**src/rtl/puzzle_move_ctrl_if.sv**
```systemverilog
// Player/display-facing signals of the 8-puzzle move sequencer.
// master drives btn/dir and observes the board; slave is the sequencer.
interface puzzle_move_ctrl_if;
  logic        btn;
  logic [1:0]  dir;
  logic [35:0] board;
  logic [15:0] move_cnt;
  logic        solved;
  logic        busy;
  logic        illegal;

  modport master (
    output btn, dir,
    input  board, move_cnt, solved, busy, illegal
  );

  modport slave (
    input  btn, dir,
    output board, move_cnt, solved, busy, illegal
  );
endinterface

```
**src/rtl/puzzle_move_ctrl.sv**
```systemverilog
// 8-puzzle move sequencer: debounced press -> legality check -> blank swap -> BCD count + solved flag; `SHUFFLE_EN adds a post-reset LFSR shuffle.
// Press in cycle T: illegal at T+1, board at T+3, count/solved at T+4; busy T+1..T+3; presses while busy are dropped.
module puzzle_move_ctrl #(
  parameter int unsigned DB_CYCLES     = 4,
  parameter int unsigned SHUFFLE_MOVES = 32,
  parameter logic [7:0]  LFSR_SEED     = 8'hA5
) (
  input  logic              clk,
  input  logic              rst_n,
  puzzle_move_ctrl_if.slave io
);

  localparam logic [35:0] GOAL_BOARD = 36'h0_8765_4321;
  localparam int unsigned DB_W       = (DB_CYCLES > 1) ? $clog2(DB_CYCLES) : 1;

  typedef struct packed {
    logic       legal;
    logic [3:0] target;
  } move_t;

`ifdef SHUFFLE_EN
  typedef enum logic [2:0] {S_IDLE, S_CHECK, S_SWAP, S_UPDATE, S_SHUFFLE} state_t;
  localparam state_t S_RESET = S_SHUFFLE;
`else
  typedef enum logic [1:0] {S_IDLE, S_CHECK, S_SWAP, S_UPDATE} state_t;
  localparam state_t S_RESET = S_IDLE;
`endif

  // Target cell of the blank for a direction, and whether it stays on the board.
  function automatic move_t decode_move(input logic [3:0] pos, input logic [1:0] d);
    move_t m;
    m.legal  = 1'b0;
    m.target = pos;
    case (d)
      2'd0: if (pos >= 4'd3) begin
        m.legal  = 1'b1;
        m.target = pos - 4'd3;
      end
      2'd1: if (pos <= 4'd5) begin
        m.legal  = 1'b1;
        m.target = pos + 4'd3;
      end
      2'd2: if (pos != 4'd0 && pos != 4'd3 && pos != 4'd6) begin
        m.legal  = 1'b1;
        m.target = pos - 4'd1;
      end
      default: if (pos != 4'd2 && pos != 4'd5 && pos != 4'd8) begin
        m.legal  = 1'b1;
        m.target = pos + 4'd1;
      end
    endcase
    return m;
  endfunction

  function automatic logic [15:0] bcd_inc(input logic [15:0] v);
    logic [15:0] r;
    logic        carry;
    r     = v;
    carry = (v != 16'h9999);
    for (int d = 0; d < 4; d++) begin
      if (carry) begin
        if (v[4*d +: 4] == 4'd9) begin
          r[4*d +: 4] = 4'd0;
        end else begin
          r[4*d +: 4] = v[4*d +: 4] + 4'd1;
          carry       = 1'b0;
        end
      end
    end
    return r;
  endfunction

  logic            sync1, sync2, db_level, press;
  logic [DB_W-1:0] db_cnt;

  state_t      state, state_nxt;
  logic [1:0]  dir_q;
  logic [3:0]  blank_pos;
  logic [3:0]  cells [9];
  logic [15:0] move_cnt_q;
  logic        solved_q;
  logic        at_goal;
  logic        swap_en;
  logic [3:0]  swap_tgt;
  move_t       cur_move;

  // Level flips only after DB_CYCLES consecutive synchronized samples disagree with it.
  always_ff @(posedge clk or negedge rst_n) begin
    if (!rst_n) begin
      sync1    <= 1'b0;
      sync2    <= 1'b0;
      db_level <= 1'b0;
      db_cnt   <= '0;
      press    <= 1'b0;
    end else begin
      sync1 <= io.btn;
      sync2 <= sync1;
      press <= 1'b0;
      if (sync2 == db_level) begin
        db_cnt <= '0;
      end else if (db_cnt == DB_W'(DB_CYCLES - 1)) begin
        db_level <= sync2;
        db_cnt   <= '0;
        press    <= sync2;
      end else begin
        db_cnt <= db_cnt + 1'b1;
      end
    end
  end

  assign cur_move = decode_move(blank_pos, dir_q);

`ifdef SHUFFLE_EN
  localparam int unsigned SC_W = $clog2(SHUFFLE_MOVES + 1);

  logic [7:0]      lfsr;
  logic            shuf_phase;
  logic [SC_W-1:0] shuf_cnt;
  logic            shuf_done;
  move_t           shuf_move;

  assign shuf_move = decode_move(blank_pos, lfsr[1:0]);
  assign shuf_done = (shuf_cnt == SC_W'(SHUFFLE_MOVES));

  // One attempt on every odd phase; taps x^8+x^6+x^5+x^4+1.
  always_ff @(posedge clk or negedge rst_n) begin
    if (!rst_n) begin
      lfsr       <= LFSR_SEED;
      shuf_phase <= 1'b0;
      shuf_cnt   <= '0;
    end else if (state == S_SHUFFLE && !shuf_done) begin
      shuf_phase <= ~shuf_phase;
      if (shuf_phase) begin
        lfsr     <= {lfsr[6:0], lfsr[7] ^ lfsr[5] ^ lfsr[4] ^ lfsr[3]};
        shuf_cnt <= shuf_cnt + 1'b1;
      end
    end
  end
`endif

  always_ff @(posedge clk or negedge rst_n) begin
    if (!rst_n) begin
      state <= S_RESET;
      dir_q <= 2'd0;
    end else begin
      state <= state_nxt;
      if (state == S_IDLE && press) begin
        dir_q <= io.dir;
      end
    end
  end

  always_comb begin
    state_nxt = state;
    swap_en   = 1'b0;
    swap_tgt  = blank_pos;
    case (state)
      S_IDLE:   if (press) state_nxt = S_CHECK;
      S_CHECK:  state_nxt = cur_move.legal ? S_SWAP : S_IDLE;
      S_SWAP: begin
        swap_en   = 1'b1;
        swap_tgt  = cur_move.target;
        state_nxt = S_UPDATE;
      end
      S_UPDATE: state_nxt = S_IDLE;
`ifdef SHUFFLE_EN
      S_SHUFFLE: begin
        if (shuf_done) begin
          state_nxt = S_IDLE;
        end else if (shuf_phase) begin
          swap_en  = shuf_move.legal;
          swap_tgt = shuf_move.target;
        end
      end
`endif
      default:  state_nxt = S_IDLE;
    endcase
  end

  always_ff @(posedge clk or negedge rst_n) begin
    if (!rst_n) begin
      for (int i = 0; i < 9; i++) begin
        cells[i] <= 4'((i + 1) % 9);
      end
      blank_pos <= 4'd8;
    end else if (swap_en) begin
      for (int i = 0; i < 9; i++) begin
        if (4'(i) == blank_pos) begin
          cells[i] <= cells[swap_tgt];
        end else if (4'(i) == swap_tgt) begin
          cells[i] <= 4'd0;
        end
      end
      blank_pos <= swap_tgt;
    end
  end

  for (genvar g = 0; g < 9; g++) begin : g_board
    assign io.board[4*g +: 4] = cells[g];
  end

  assign at_goal = (io.board == GOAL_BOARD);

  always_ff @(posedge clk or negedge rst_n) begin
    if (!rst_n) begin
      move_cnt_q <= 16'h0000;
      solved_q   <= 1'b1;
    end else if (state == S_UPDATE) begin
      move_cnt_q <= bcd_inc(move_cnt_q);
      solved_q   <= at_goal;
    end
`ifdef SHUFFLE_EN
    else if (state == S_SHUFFLE && shuf_done) begin
      solved_q <= at_goal;
    end
`endif
  end

  assign io.move_cnt = move_cnt_q;
  assign io.solved   = solved_q;
  assign io.busy     = (state != S_IDLE);
  assign io.illegal  = (state == S_CHECK) && !cur_move.legal;

  cfg_ok: assert property (@(posedge clk)
    (LFSR_SEED != 8'h00) && (SHUFFLE_MOVES != 0) && (DB_CYCLES != 0));

endmodule

```
**src/flat_wrapper.sv**
```systemverilog
// flat-port wrapper written by rule: the top's interface ports become plain ports
module puzzle_move_ctrl_flat 
#(
  parameter int unsigned DB_CYCLES     = 4,
  parameter int unsigned SHUFFLE_MOVES = 32,
  parameter logic [7:0]  LFSR_SEED     = 8'hA5
)
  (clk, rst_n, io_btn, io_dir, io_board, io_move_cnt, io_solved, io_busy, io_illegal);
  puzzle_move_ctrl_if io_i ();
  input  logic clk;
  input  logic rst_n;
  input wire logic [$bits(io_i.btn)-1:0] io_btn;
  input wire logic [$bits(io_i.dir)-1:0] io_dir;
  output wire logic [$bits(io_i.board)-1:0] io_board;
  output wire logic [$bits(io_i.move_cnt)-1:0] io_move_cnt;
  output wire logic [$bits(io_i.solved)-1:0] io_solved;
  output wire logic [$bits(io_i.busy)-1:0] io_busy;
  output wire logic [$bits(io_i.illegal)-1:0] io_illegal;
  assign io_i.btn = io_btn;
  assign io_i.dir = io_dir;
  assign io_board = io_i.board;
  assign io_move_cnt = io_i.move_cnt;
  assign io_solved = io_i.solved;
  assign io_busy = io_i.busy;
  assign io_illegal = io_i.illegal;
  puzzle_move_ctrl #(.DB_CYCLES(DB_CYCLES), .SHUFFLE_MOVES(SHUFFLE_MOVES), .LFSR_SEED(LFSR_SEED)) u_core (.clk(clk), .rst_n(rst_n), .io(io_i));
endmodule
```
**config.mk**
```make
export PLATFORM = sky130hd
export DESIGN_NAME = puzzle_move_ctrl_flat
export DESIGN_NICKNAME = d
export VERILOG_FILES = /design/src/rtl/puzzle_move_ctrl_if.sv /design/src/rtl/puzzle_move_ctrl.sv /design/src/flat_wrapper.sv
export SDC_FILE = /design/constraint.sdc
export NUM_CORES = 1
export LEC_CHECK = 0
export CAP_MARGIN = 10
export CORE_MARGIN = 2
export CORE_UTILIZATION = 57
export DETAILED_ROUTE_END_ITERATION = 8
export GPL_TIMING_DRIVEN = 0
export PLACE_DENSITY = 0.82
export SLEW_MARGIN = 20
export SYNTH_ARGS = -nofsm -noshare
export SYNTH_HDL_FRONTEND = slang
export SYNTH_SLANG_ARGS = --single-unit
```
**constraint.sdc**
```tcl
create_clock -name clk -period 5.1 [get_ports clk]
set_input_delay 0.765 -clock clk [delete_from_list [all_inputs] [get_ports clk]]
set_output_delay 0.765 -clock clk [all_outputs]
set_load 0.005 [all_outputs]
```
## After elaboration in Yosys (flattened, before gate mapping)

Cells that the tools add are included.

| cells by class | value |
|---|---|
| add/subtract/negate cells | 9 |
| multipliers | 0 |
| div/mod/pow operators | 0 |
| magnitude comparators | 3 |
| eq/ne operators | 35 |
| shift-type cells | 0 |
| muxes and demuxes | 48 |
| bitwise gates (word level) | 2 |
| reduce and logical (&&, ||, !) cells | 36 |

Operators with widths:

| operator | count |
|---|---|
| two-way mux 4 bit | 25 |
| == test 36 x 32 -> 1 bit (second input constant) | 1 |
| == test 3 x 4 -> 1 bit (first input constant) | 8 |
| AND reduction 2 bit | 14 |
| adder 4 x 1 -> 4 bit (second input constant) | 5 |
| two-way mux 5 bit | 4 |
| nonzero test 2 bit | 10 |
| binary-select mux 4 bit (select 4 bit) | 1 |
| == test 2 x 4 -> 1 bit (first input constant) | 4 |
| == test 4 bit (second input constant) | 4 |
| inequality test 16 bit (second input constant) | 1 |
| one-hot mux 5 bit (3 select lines) | 1 |
| two-way mux 1 bit | 12 |
| == test 1 x 4 -> 1 bit (first input constant) | 2 |
| == test 2 bit (second input constant) | 4 |
| == test 4 bit (first input constant) | 2 |
| zero test 4 bit | 2 |
| two-way mux 2 bit | 4 |
| inequality test 4 x 2 -> 1 bit (second input constant) | 2 |
| inequality test 4 x 3 -> 1 bit (second input constant) | 2 |
| one-hot mux 2 bit (4 select lines) | 1 |
| logical AND 1 bit | 6 |
| greater-or-equal comparator 5 bit (second input constant) | 1 |
| NOT 4 -> 5 bit | 1 |
| other kinds (14) | 16 |

| word-level totals | value |
|---|---|
| register bits after elaboration | 67 |
| latch bits | 0 |
| RAM bits | 0 |
| bits in read-only memories | 0 |
| input bits | 5 |
| logic and storage cells | 155 |
| memories | 0 |

## Logic depth before layout (Yosys ltp)

Gate-level depths: netlist (run 1).

| depth | value |
|---|---|
| depth after elaboration | 11 |
| mapped depth | 16 |
| depth with buffers taken out | 11 |

## Worst setup path before layout (run 1)

Ideal clock, no wire load.

| timing | value |
|---|---|
| path type | reg2reg |
| start point | register u_core.blank_pos[0] |
| end point | register u_core.cells, in the netlist u_core.io.board[15] |
| arrival time | 3532 ps |
| slack | 1442 ps |
| cell stages (with the launch flop) | 14 |
| path buffers | 3 |
| clock period less this slack | 3658 ps |
| cells stage by stage | dfrtp_1 > buf_2 > inv_1 > clkbuf_1 > clkbuf_1 > ha_1 > or3_4 > and3_4 > o31ai_4 > nor2_4 > a221o_1 > a32oi_4 > nor3_1 > a221o_1 |

| on the way | value |
|---|---|
| longest elaborated chain between the ends | 11 |
| elaborated cells on any way between the ends | 31 |

Ends and longest elaborated chain:

| what | line | RTL |
|---|---|---|
| start: declaration | puzzle_move_ctrl.sv:78 | `logic [3:0] blank_pos;` |
| start signal: assignment | puzzle_move_ctrl.sv:194 | `blank_pos <= swap_tgt;` |
| branches (longest 11 deep; another with adder 4 x 1 -> 4 bit) | - |  |
| end signal: indexed assignment | puzzle_move_ctrl.sv:183 | `cells[i] <= 4'((i + 1) % 9);` |
| end signal: indexed assignment | puzzle_move_ctrl.sv:189 | `cells[i] <= cells[swap_tgt];` |
| end: declaration | puzzle_move_ctrl.sv:79 | `logic [3:0] cells [9];` |

Several ways; the timed one is not identified. The select of a mux whose other input is x is not followed.
A chain may end at the register's enable or synchronous reset.

## Final worst setup path (run 1)

| timing | value |
|---|---|
| start point | register u_core.blank_pos[0] |
| end point | output port io_illegal |

| on the way | value |
|---|---|
| longest elaborated chain between the ends | 7 |
| elaborated cells on any way between the ends | 19 |

Ends and longest elaborated chain:

| what | line | RTL |
|---|---|---|
| branches (longest 4 deep; another with less-or-equal comparator 4 x 3 -> 1 bit) | - |  |
| one-hot mux 5 bit (3 select lines) (*) | puzzle_move_ctrl.sv:34 | `case (d)` |
| zero test 1 bit (*) | puzzle_move_ctrl.sv:222 | `assign io.illegal = (state == S_CHECK) && !cur_move.legal;` |
| logical AND 1 bit (*) | puzzle_move_ctrl.sv:222 |  |
| end: declaration | flat_wrapper.sv:18 | `output wire logic [$bits(io_i.illegal)-1:0] io_illegal;` |

Every way passes the cells marked *.

==> results of run 1 <==
==> worst paths after layout <==
path,startpoint,to,slack [ns],cells after the start
setup / recovery,u_core.blank_pos[0],io_illegal,0.32,12
hold / removal,rst_n,u_core.io.move_cnt[9],0.30,1
setup reg to reg,u_core.blank_pos[0],u_core.io.board[13],0.54,14
hold reg to reg,u_core.sync1,u_core.sync2,0.36,0
max in group asynchronous,rst_n,u_core.io.board[9],4.20,2
min in group clk,u_core.sync1,u_core.sync2,0.36,0
==> power breakdown <==
| part | switching, W | total, W | internal, W | leakage [nW] |
|---|---|---|---|---|
| clock network | 0.000215 | 0.000479 | 0.000264 | 0.108 |
| registers | 0.000125 | 0.000744 | 0.000619 | 0.855 |
| logic | 0.00114 | 0.00177 | 0.000629 | 1.31 |
| total | 0.00148 | 0.00299 | 0.00151 | 2.27 |
==> flip-flops by register name, indices dropped and copies added, names as in the netlist, named ones only <==
register	cells
u_core.io.board	36
u_core.io.move_cnt	16
u_core.press	1
u_core.sync2	1
u_core.db_level	1
u_core.sync1	1
u_core.io.solved	1
u_core.state	1
u_core.db_cnt	2
u_core.dir_q	2
u_core.blank_pos	4
==> kinds of logic after synthesis <==
group,after synthesis,share of synthesized area [%]
simple gates,188,22.12
compound gates,159,30.46
flops,67,35.21
buf+inv,50,5.015
mux,12,3.638
xor+xnor,11,2.001
fa+ha+maj,6,1.559
==> cell type report <==
class / count / area, sq um / share of cell area [%]
clock inverters: 4 / 47.55 / 0.8239
flip-flops and latches: 67 / 1695 / 29.38
inverters: 18 / 67.56 / 1.171
plain buffers: 32 / 177.7 / 3.079
well taps: 105 / 131.4 / 2.277
multi-input cells: 376 / 2878 / 49.87
repair buffers: 60 / 608.1 / 10.54
clock buffers: 12 / 165.2 / 2.862
==> routing by layer <==
layer	track usage (%)	up-vias	routed length (um)
met5	0	-	0
met4	17.02	0	574
met3	8.301	65	1735
met2	53.61	371	7138
met1	48.18	2324	6279
li1	-	2107	-
==> placed cells by master (no fill, tap or decap), drive strengths merged, types with 4 or more instances in the layout <==
cell | Yosys | layout
buf | 17 | 19
a22oi | 5 | 5
nand2 | 34 | 34
nor4bb | 8 | 8
ha | 6 | 6
nor2 | 39 | 39
a32o | 4 | 4
a221o | 48 | 48
and3 | 5 | 5
a21oi | 12 | 12
mux2i | 4 | 4
xnor2 | 8 | 8
dfrtp | 52 | 52
nand3 | 18 | 18
dfstp | 15 | 15
o21ai | 24 | 24
nor2b | 8 | 8
clkdlybuf4s50 | 0 | 58
a21boi | 5 | 5
clkbuf | 15 | 27
a211oi | 4 | 4
inv | 18 | 18
nand2b | 7 | 7
a221oi | 14 | 14
nor4 | 5 | 5
nor3 | 35 | 35
mux2 | 5 | 5
nand4 | 6 | 6
or3 | 4 | 4
==> synth_stat cells, drive strengths merged, types with 3 or more instances <==
cell    number
a21o         3
a32oi        3
a31oi        3
a21boi       5
clkbuf      15
mux2         5
nor4bb       8
a22o         3
nor3        35
nand4        6
nand3       18
buf         17
dfstp       15
or3          4
o21ai       24
a221o       48
a32o         4
o211ai       3
and3         5
mux2i        4
ha           6
inv         18
dfrtp       52
nor2        39
nand2b       7
nand2       34
a31o         3
nor2b        8
a221oi      14
a211oi       4
nor3b        3
xor2         3
a22oi        5
xnor2        8
a21oi       12
mux4         3
nor4         5
==> stage by stage <==
stage	cells	worst slack, ns	power (W)	hold WS, ns	area [sq um]
6_report	674	0.3189	0.002994	0.3020	5771
4_1_cts	674	0.02257	0.002923	0.3173	5768
3_5_place_dp	658	0.2528	0.002442	0.3410	5554
5_1_grt	674	0.1449	0.003120	0.3260	5771
2_1_floorplan	493	1.442	0.001926	0.3312	4815
3_3_place_gp	657	0.3470	0.002408	0.3422	5537
==> timing repair <==
action,4_1_cts,5_1_grt
resized for setup,1,4
gates cloned,0,0
setup endpoints to repair,1,1
==> worst max-delay path, delay by kind of cell (launching register included) <==
kind                       cells  cell delay (ns)
AOI/OAI and AO/OA              1             0.27
adders and majority gates      1             0.20
DFF                            1             0.47
buffers and inverters          7             2.18
and+or+nand+nor                3             0.54
==> metrics.md, run 1 <==
| Metric | Value |
|---|---|
| Status | completed |
| Post-synth top area share | 27.03% |
| DRC viols | 0 |
| Crit-path max FO | 12 |
| Hpwl dp | 11.24 mm |
| Synth Area per Inst | 9.766 sq um |
| Sequential area share after synthesis | 35.21% |
| Critical-path top delay cell | clkdlybuf4s50_1 |
| YS warnings | 0 |
| Worst EP arrival | 4.02 ns |
| Skew final | 0.005769 ns |
| Port bufs | 59 |
| Clock root cell | clkbuf_8 |
| P&R area growth vs syn | 19.85% |
| Endpoints failing hold | 0 |
| Worst skew pair latency | 0.36 ns |
| Number of distinct library cells after synthesis | 88 |
| Post-synthesis register bit count | 67 |
| CTS Buf Count | 9 |
| CP Cell Sequence | buf_2 -> inv_1 -> clkbuf_2 -> clkbuf_2 -> ha_1 -> clkbuf_1 -> nand2_1 -> a21boi_1 -> clkbuf_2 -> nor2_2 -> nor3_1 -> clkdlybuf4s50_1 |
| Synth top area cells | dfrtp_1 (27%), a221o_1 (10%), dfstp_2 (8.2%) |
| Post-synth EDFFs | 0 |
| First-pass GRT wire length | 24.56 mm |
| Top cell by count, worst path | clkbuf_2 |
| Hold Buf Count CTS | 0 |
| Max Clock Freq | 209.2 MHz |
| RD Place Congestion | 0.9745 |
| Core ar. | 8217 sq um |
| Fin crit share | 93.75% |
| Required time worst endpoint | 4.34 ns |
| Ys async rst share | 100.0% |
| Largest net degree at the start of global routing | 44 |
| Pleak | 2.271 nW |
| Final core occ | 70.23% |
| Drt pass-1 iters | 5 |
| Routed WL | 15.73 mm |
| ANT nets after route | 0 |
| Max cap viols | 0 |
| Post-CTS setup buffers | 0 |
| Clock tree buffer depth | 2 |
| RSZ-0062 raised after global routing | no |
| Max-slew violations | 0 |
| Largest area contributor in the netlist | dfrtp_1 |
| Share of post-route cells with drive strength above 1 | 15.99% |
| ANT cells | 0 |
| P per Cell Area | 518.8 nW/um^2 |
| Top-Level Pins | 60 |
| Final min period | 4.781 ns |
| Sink Count | 67 |
| Fillcell total | 628 |
| WL/cell | 23.34 um |
| CTS tree | yes |
| Cells after Synth | 493 |
| H-tree Lvls | 3 |
| Maximum vdd ir drop | 0.0002981 V |
| Row count | 33 |
| Initial antenna violation count | 0 |
| Worst-path clk slew | 0.07 ns |
| Worst Setup Path Type | flop to primary output |
| Vias in the first global route | 4572 |
| Worst setup SP type | flop |
| Worst-Margin Slew | 0.7149 ns |
| Setup crit end kind | primary output |
| Die ar. | 9198 sq um |
| Worst Hold Class | primary input to async pin |
| Initial Util | 58.60% |
| Slowest stage delay, CP | 0.56 ns |
| Die height | 95.91 um |
| Mapped cell area | 4815 sq um |
| Via density | 7.221 |
| Final TNS setup | 0 ns |
| Final setup viols | 0 |
| Syn_nets | 504 |
| DRT iter0 DRCs | 526 |
| Chip Width | 95.91 um |
| Ys flop type | dfrtp_1 |
| Max-slew headroom | 52.24% |
| GRT Total Usage | 35.56% |
| Nets | 575 |
| Total number of vias | 4867 |
| Total grt overflow | 0 |
Power figures use the tool's default switching activity.
==> run 2: changes to the inputs <==
Settings changed: CORE_MARGIN 2 to 4, PLACE_DENSITY 0.82 to 0.81.
==> run 2 against run 1 <==
Net effect:
- cell area decreased by 0.17%
- worst hold slack better by 0.023 ns
- wire length grew 1.5%
- cell count stayed put
- total power decreased by 0.19%
- global-route usage down 3.2 points
- count of clock-buffer cells in the layout is 2 lower
==> metrics.md, run 2 (synthesis gave the netlist of run 1 again) <==
| Metric | Value |
|---|---|
| Status | completed (unchanged) |
| Required time worst endpoint | 4.34 ns (about the same) |
| WL/cell | 23.69 um (was 23.34 um) |
| Clock power share | 15.5% (was 16.0%) |
| Largest net degree at the start of global routing | 40 (was 44) |
| Fin crit share | 92.96% (was 93.75%) |
| DRC viols | 0 (unchanged) |
| Worst Hold Class | primary input to async pin (unchanged) |
| CTS Buf Count | 9 (unchanged) |
| CP startpoint | u_core.blank_pos[0] (unchanged) |
| Seq pwr share | 24.9% (about the same) |
| CP Cell Sequence | buf_2 -> inv_1 -> clkbuf_2 -> clkbuf_2 -> ha_1 -> clkbuf_1 -> nand2_1 -> a21boi_1 -> clkbuf_2 -> nor2_2 -> nor3_1 -> clkdlybuf4s50_1 (unchanged) |
| Clock tree buffer depth | 2 (unchanged) |
| Initial antenna violation count | 0 (unchanged) |
| Most frequent cells in the layout | clkdlybuf4s50_1 (58), dfrtp_1 (52), a221o_1 (48) (unchanged) |
| Via density | 7.148 (was 7.221) |
| Core ar. | 8217 sq um (unchanged) |
| Worst-Margin Slew | 0.7304 ns (was 0.7149 ns) |
| Share of post-route cells with drive strength above 1 | 15.99% (unchanged) |
| Max FFs per register | 36 (unchanged) |
| Worst skew pair latency | 0.35 ns (was 0.36 ns) |
| Final setup viols | 0 (unchanged) |
| Worst R2R Start | u_core.blank_pos[0] (unchanged) |
| Nets | 575 (unchanged) |
| RSZ-0062 raised after global routing | no (unchanged) |
| Skew final | 0.01216 ns (was 0.005769 ns) |
| Sink Count | 67 (unchanged) |
| RD Place Congestion | 0.9868 (was 0.9745) |
| Most common cell after layout, fill and taps aside | clkdlybuf4s50_1 (unchanged) |
| Port bufs | 59 (unchanged) |
| Top-Level Pins | 60 (unchanged) |
| Area of the multi-input gates | 2878 sq um (unchanged) |
| Endpoints failing hold | 0 (unchanged) |
| Die ar. | 9981 sq um (was 9198 sq um) |
| Worst reg2reg path endpoint | u_core.io.board[30] (was u_core.io.board[13]) |
| Final TNS setup | 0 ns (unchanged) |
| Top cell by count, worst path | clkbuf_2 (unchanged) |
| GRT Total Usage | 32.40% (was 35.56%) |
| Routed WL | 15.97 mm (was 15.73 mm) |
| Final min period | 4.741 ns (was 4.781 ns) |
| FF-to-FF setup slack | 0.42 ns (was 0.54 ns) |
| Worst Setup Path Type | flop to primary output (unchanged) |
| Net switching power | 0.001501 W (was 0.001482 W) |
| Worst EP arrival | 3.98 ns (was 4.02 ns) |
| Hold Buf Count CTS | 0 (unchanged) |
| Hpwl dp | 11.32 mm (was 11.24 mm) |
| Worst setup SP type | flop (unchanged) |
| Die height | 99.91 um (was 95.91 um) |
| Gate power share | 59.6% (was 59.1%) |
| P per Cell Area | 518.7 nW/um^2 (was 518.8 nW/um^2) |
| Setup crit end kind | primary output (unchanged) |
| P&R area growth vs syn | 19.65% (was 19.85%) |
| ANT cells | 0 (unchanged) |
| FF/Latch Area | 1695 sq um (unchanged) |
| DRT iter0 DRCs | 560 (was 526) |
| Critical-path top delay cell | clkdlybuf4s50_1 (unchanged) |
| Crit-path max FO | 12 (unchanged) |
| Worst Hold Slack | 0.3246 ns (was 0.3020 ns) |
| H-tree Lvls | 3 (unchanged) |
| Worst-path clk slew | 0.08 ns (was 0.07 ns) |
| ANT nets after route | 0 (unchanged) |
| Pleak | 2.265 nW (was 2.271 nW) |
| Max Clock Freq | 210.9 MHz (was 209.2 MHz) |
| Max cap viols | 0 (unchanged) |
| Initial Util | 58.60% (unchanged) |
| Total grt overflow | 0 (unchanged) |
| Slowest stage delay, CP | 0.55 ns (was 0.56 ns) |
| Switching Share | 50.25% (was 49.50%) |
| Vias in the first global route | 4648 (was 4572) |
| Maximum vdd ir drop | 0.0004017 V (was 0.0002981 V) |
| Row count | 33 (unchanged) |
| R2R cell count | 14 (unchanged) |
| Max-slew headroom | 51.20% (was 52.24%) |
| CTS tree | yes (unchanged) |
| Chip Width | 99.91 um (was 95.91 um) |
| Internal | 0.001487 W (was 0.001512 W) |
| Fillcell total | 637 (was 628) |
| Max-slew violations | 0 (unchanged) |
| First-pass GRT wire length | 25.40 mm (was 24.56 mm) |
| Clock root cell | clkbuf_8 (unchanged) |
| Drt pass-1 iters | 6 (was 5) |
| Total number of vias | 4818 (was 4867) |
-- run 2: final cells by class --
| class | instances | share of cell area (%) |
|---|---|---|
| Inverter | 18 | 1.173 |
| Timing Repair Buffer | 60 | 10.56 |
| Multi-Input combinational cell | 376 | 49.96 |
| Buffer | 32 | 3.084 |
| Clock inverter | 6 | 1.129 |
| Sequential cell | 67 | 29.43 |
| Clock buffer | 10 | 2.389 |
| Tap cell | 105 | 2.281 |
-- run 2: metal layers --
layer | wire length [um] | global-route usage (%) | share of wire, % | up-vias
met4 | 516 | 12.82 | 3.2 | 0
met3 | 1930 | 7.158 | 12 | 60
met5 | 0 | 0 | 0 | -
met1 | 6336 | 44.77 | 40 | 2276
met2 | 7187 | 49.62 | 45 | 380
li1 | - | - | - | 2102
-- run 2: through the flow --
stage / worst slack (ns) / instances / util [%] / total power [W] / instance area [sq um]
floorplan: 1.442 / 493 / - / 0.001926 / 4815
detailed placement: 0.2913 / 658 / 67.60 / 0.002448 / 5554
global route: 0.1543 / 674 / 70.11 / 0.003127 / 5761
global placement: 0.3658 / 657 / 67.38 / 0.002424 / 5537
CTS: 0.08002 / 674 / 70.08 / 0.002922 / 5758
finish: 0.3588 / 674 / 70.11 / 0.002988 / 5761
-- run 2: how the worst max path moves through the flow --
| stage | endpoint | slack, ns | cells past startpoint |
|---|---|---|---|
| floorplan | u_core.io.board[15] | 1.44 | 13 |
| global placement | io_illegal | 0.37 | 12 |
| detailed placement | io_illegal | 0.29 | 12 |
| CTS | io_illegal | 0.08 | 12 |
| global route | io_illegal | 0.15 | 12 |
| finish | io_illegal | 0.36 | 12 |
-- run 2: power groups by stage --
| stage | Combinational, W | Clock, W | Sequential, W |
|---|---|---|---|
| global placement | 0.00168 | 0 | 0.000742 |
| floorplan | 0.00122 | 0 | 0.000708 |
| global route | 0.00188 | 0.000487 | 0.000756 |
| finish | 0.00178 | 0.000463 | 0.000743 |
| CTS | 0.00172 | 0.000465 | 0.000737 |
| detailed placement | 0.00170 | 0 | 0.000745 |
-- run 2: timing repair --
| item | 4_1_cts | 5_1_grt |
|---|---|---|
| gates resized for setup | 1 | 4 |
| setup endpoints to repair | 1 | 1 |
| buffers inserted | 0 | 0 |
-- run 2: critical path, delay by kind of cell, from the launching register on --
kind / cells / cell delay (ns)
DFF: 1 / 0.47
AOI/OAI and AO/OA: 1 / 0.24
and+or+nand+nor: 3 / 0.52
buffers and inverters: 7 / 2.19
adders and majority gates: 1 / 0.19
==> run 3: changes to the inputs <==
Settings changed: SLEW_MARGIN 20 to default.
==> run 3 against run 2 <==
Net effect:
- first-iteration DRC count grew 0.18%
- highest routed layer unchanged
- clock skew grew 0.00067 ns
- register-to-register slack gained 0.11 ns
- critical path type unchanged
- via count is the same
- critical path depth shrank 2
==> metrics.md, run 3 (synthesis gave the netlist of run 1 again) <==
| Metric | Value |
|---|---|
| Worst skew pair latency | 0.36 ns (was 0.35 ns) |
| Worst setup SP type | flop (unchanged) |
| Hold_sp | u_core.sync1 |
| Final min period | 4.692 ns (was 4.741 ns) |
| ANT nets after route | 0 (unchanged) |
| Slowest stage delay, CP | 0.56 ns (was 0.55 ns) |
| Top-Level Pins | 60 (unchanged) |
| Clock tree buffer depth | 2 (unchanged) |
| Layout Cells excl Fill | 673 (was 674) |
| R2R cell count | 13 (was 14) |
| CP top delay family | buffers and inverters (unchanged) |
| Worst Hold Slack | 0.3582 ns (was 0.3246 ns) |
| Crit-path max FO | 12 (unchanged) |
| Worst-Margin Slew | 0.8447 ns (was 0.7304 ns) |
| WHS Endpoint | u_core.sync2 |
| Most common cell after layout, fill and taps aside | clkdlybuf4s50_1 (unchanged) |
| CTS tree | yes (unchanged) |
| Die height | 99.91 um (unchanged) |
| Initial Util | 58.60% (unchanged) |
| Port bufs | 59 (unchanged) |
| Clock root cell | clkbuf_8 (unchanged) |
| RD Place Congestion | 0.9868 (unchanged) |
| Final TNS setup | 0 ns (unchanged) |
| WHS Path Cells | 0 |
| RSZ-0062 raised after global routing | no (unchanged) |
| Row count | 33 (unchanged) |
| Total number of vias | 4818 (unchanged) |
| Sink Count | 67 (unchanged) |
| CTS Buf Count | 9 (unchanged) |
| Bufs and invs on worst path | 5 (was 7) |
| Max-slew violations | 0 (unchanged) |
| Max cap viols | 0 (unchanged) |
| Routed WL | 15.82 mm (was 15.97 mm) |
| ANT cells | 0 (unchanged) |
| PostCTS Resize Cnt | 1 (unchanged) |
| Nets | 574 (was 575) |
| Drt pass-1 iters | 6 (unchanged) |
| Worst-path clk slew | 0.08 ns (about the same) |
| Max Clock Freq | 213.1 MHz (was 210.9 MHz) |
| CP Cell Sequence | buf_2 -> inv_1 -> clkbuf_2 -> clkbuf_2 -> ha_1 -> or3_4 -> and3_4 -> o31ai_4 -> nor3_1 -> clkdlybuf4s50_1 (was buf_2 -> inv_1 -> clkbuf_2 -> clkbuf_2 -> ha_1 -> clkbuf_1 -> nand2_1 -> a21boi_1 -> clkbuf_2 -> nor2_2 -> nor3_1 -> clkdlybuf4s50_1) |
| Endpoints failing hold | 0 (unchanged) |
| Final instance area | 5741 sq um (was 5761 sq um) |
| Status | completed (unchanged) |
| Skew final | 0.01283 ns (was 0.01216 ns) |
| Maximum vdd ir drop | 0.0003740 V (was 0.0004017 V) |
| P&R area growth vs syn | 19.23% (was 19.65%) |
| Fin crit share | 92.01% (was 92.96%) |
| Chip Width | 99.91 um (unchanged) |
| Most frequent cells in the layout | clkdlybuf4s50_1 (58), dfrtp_1 (52), a221o_1 (48) (unchanged) |
| Share of post-route cells with drive strength above 1 | 15.85% (was 15.99%) |
| Hold Buf Count CTS | 0 (unchanged) |
| GRT Total Usage | 31.73% (was 32.40%) |
| Top cell by count, worst path | clkbuf_2 (unchanged) |
| Largest net degree at the start of global routing | 68 (was 40) |
| Placed Cells | 657 (was 658) |
| Required time worst endpoint | 4.34 ns (about the same) |
| Fillcell total | 622 (was 637) |
| Hpwl dp | 11.28 mm (was 11.32 mm) |
| Die ar. | 9981 sq um (unchanged) |
| Via density | 7.159 (was 7.148) |
| Setup crit end kind | primary output (unchanged) |
| Dpl cell area | 5534 sq um (was 5554 sq um) |
| First-pass GRT wire length | 24.89 mm (was 25.40 mm) |
| Total grt overflow | 0 (unchanged) |
| Critical-path top delay cell | o31ai_4 (was clkdlybuf4s50_1) |
| DRT iter0 DRCs | 561 (was 560) |
| Pwr Total | 0.002975 W (was 0.002988 W) |
| Worst reg2reg path endpoint | u_core.io.board[4] (was u_core.io.board[30]) |
| Initial antenna violation count | 0 (unchanged) |
| Worst Hold Class | flop to flop (was primary input to async pin) |
| P per Cell Area | 518.3 nW/um^2 (was 518.7 nW/um^2) |
| DRC viols | 0 (unchanged) |
| Worst Setup Path Type | flop to primary output (unchanged) |
| WL/cell | 23.50 um (was 23.69 um) |
| Worst R2R Start | u_core.blank_pos[0] (unchanged) |
| Worst EP arrival | 3.93 ns (was 3.98 ns) |
| FF-to-FF setup slack | 0.53 ns (was 0.42 ns) |
| Max FFs per register | 36 (unchanged) |
| H-tree Lvls | 3 (unchanged) |
| Post-CTS setup buffers | 0 (unchanged) |
| Max-slew headroom | 43.69% (was 51.20%) |
| Pleak | 2.255 nW (was 2.265 nW) |
| Vias in the first global route | 4613 (was 4648) |
| Core ar. | 8217 sq um (unchanged) |
| Final setup viols | 0 (unchanged) |
## run 3: cell types whose count changed in the layout (fill, tap and decap cells not counted), sizes merged
| cell | delta |
|---|---|
| buf | -1 |
## run 3: worst register-to-register path, delay by kind of cell (launching register included)
family	cells	cell delay [ns]
fa+ha+maj	1	0.42
compound gates	4	1.40
flops	1	0.47
buf+inv	5	1.17
simple gates	3	0.99
## run 3: how the worst max path moves through the flow
stage | start | end | depth (start not counted)
after floorplan | u_core.blank_pos[0] | u_core.io.board[15] | 13
after global placement | u_core.blank_pos[0] | io_illegal | 12
after detailed placement | u_core.blank_pos[0] | io_illegal | 12
after CTS | u_core.blank_pos[0] | io_illegal | 12
after global routing | u_core.blank_pos[0] | io_illegal | 12
final | u_core.blank_pos[0] | io_illegal | 10
## run 3: area by class of cell
class,count,area [sq um],area share (%)
buffer,32,177.7,3.095
clock buffer,10,137.6,2.398
clock inverter,6,65.06,1.133
inverter,18,67.56,1.177
multi-input combinational,376,2878,50.13
sequential,67,1695,29.53
tap,105,131.4,2.289
timing repair buffer,59,588.1,10.24
## run 3: power by group
group          switching, W  internal, W  leakage, nW
Clock              0.000222     0.000239        0.102
Combinational       0.00114     0.000628         1.30
Sequential         0.000123     0.000619        0.855
Total               0.00149      0.00149         2.26
## run 3: stage by stage
| stage | setup slack, ns | util [%] |
|---|---|---|
| floorplan | 1.442 | - |
| global placement | 0.3658 | 67.38 |
| detailed placement | 0.3189 | 67.35 |
| CTS | 0.1387 | 69.83 |
| global route | 0.1056 | 69.86 |
| finish | 0.4077 | 69.86 |
## run 3: layer usage
layer | wire [um] | vias to the layer above | track usage (%)
li1 | - | 2093 | -
met1 | 6486 | 2306 | 44.38
met2 | 7140 | 349 | 48.85
met3 | 1669 | 70 | 6.532
met4 | 520 | 0 | 11.55
met5 | 0 | - | 0
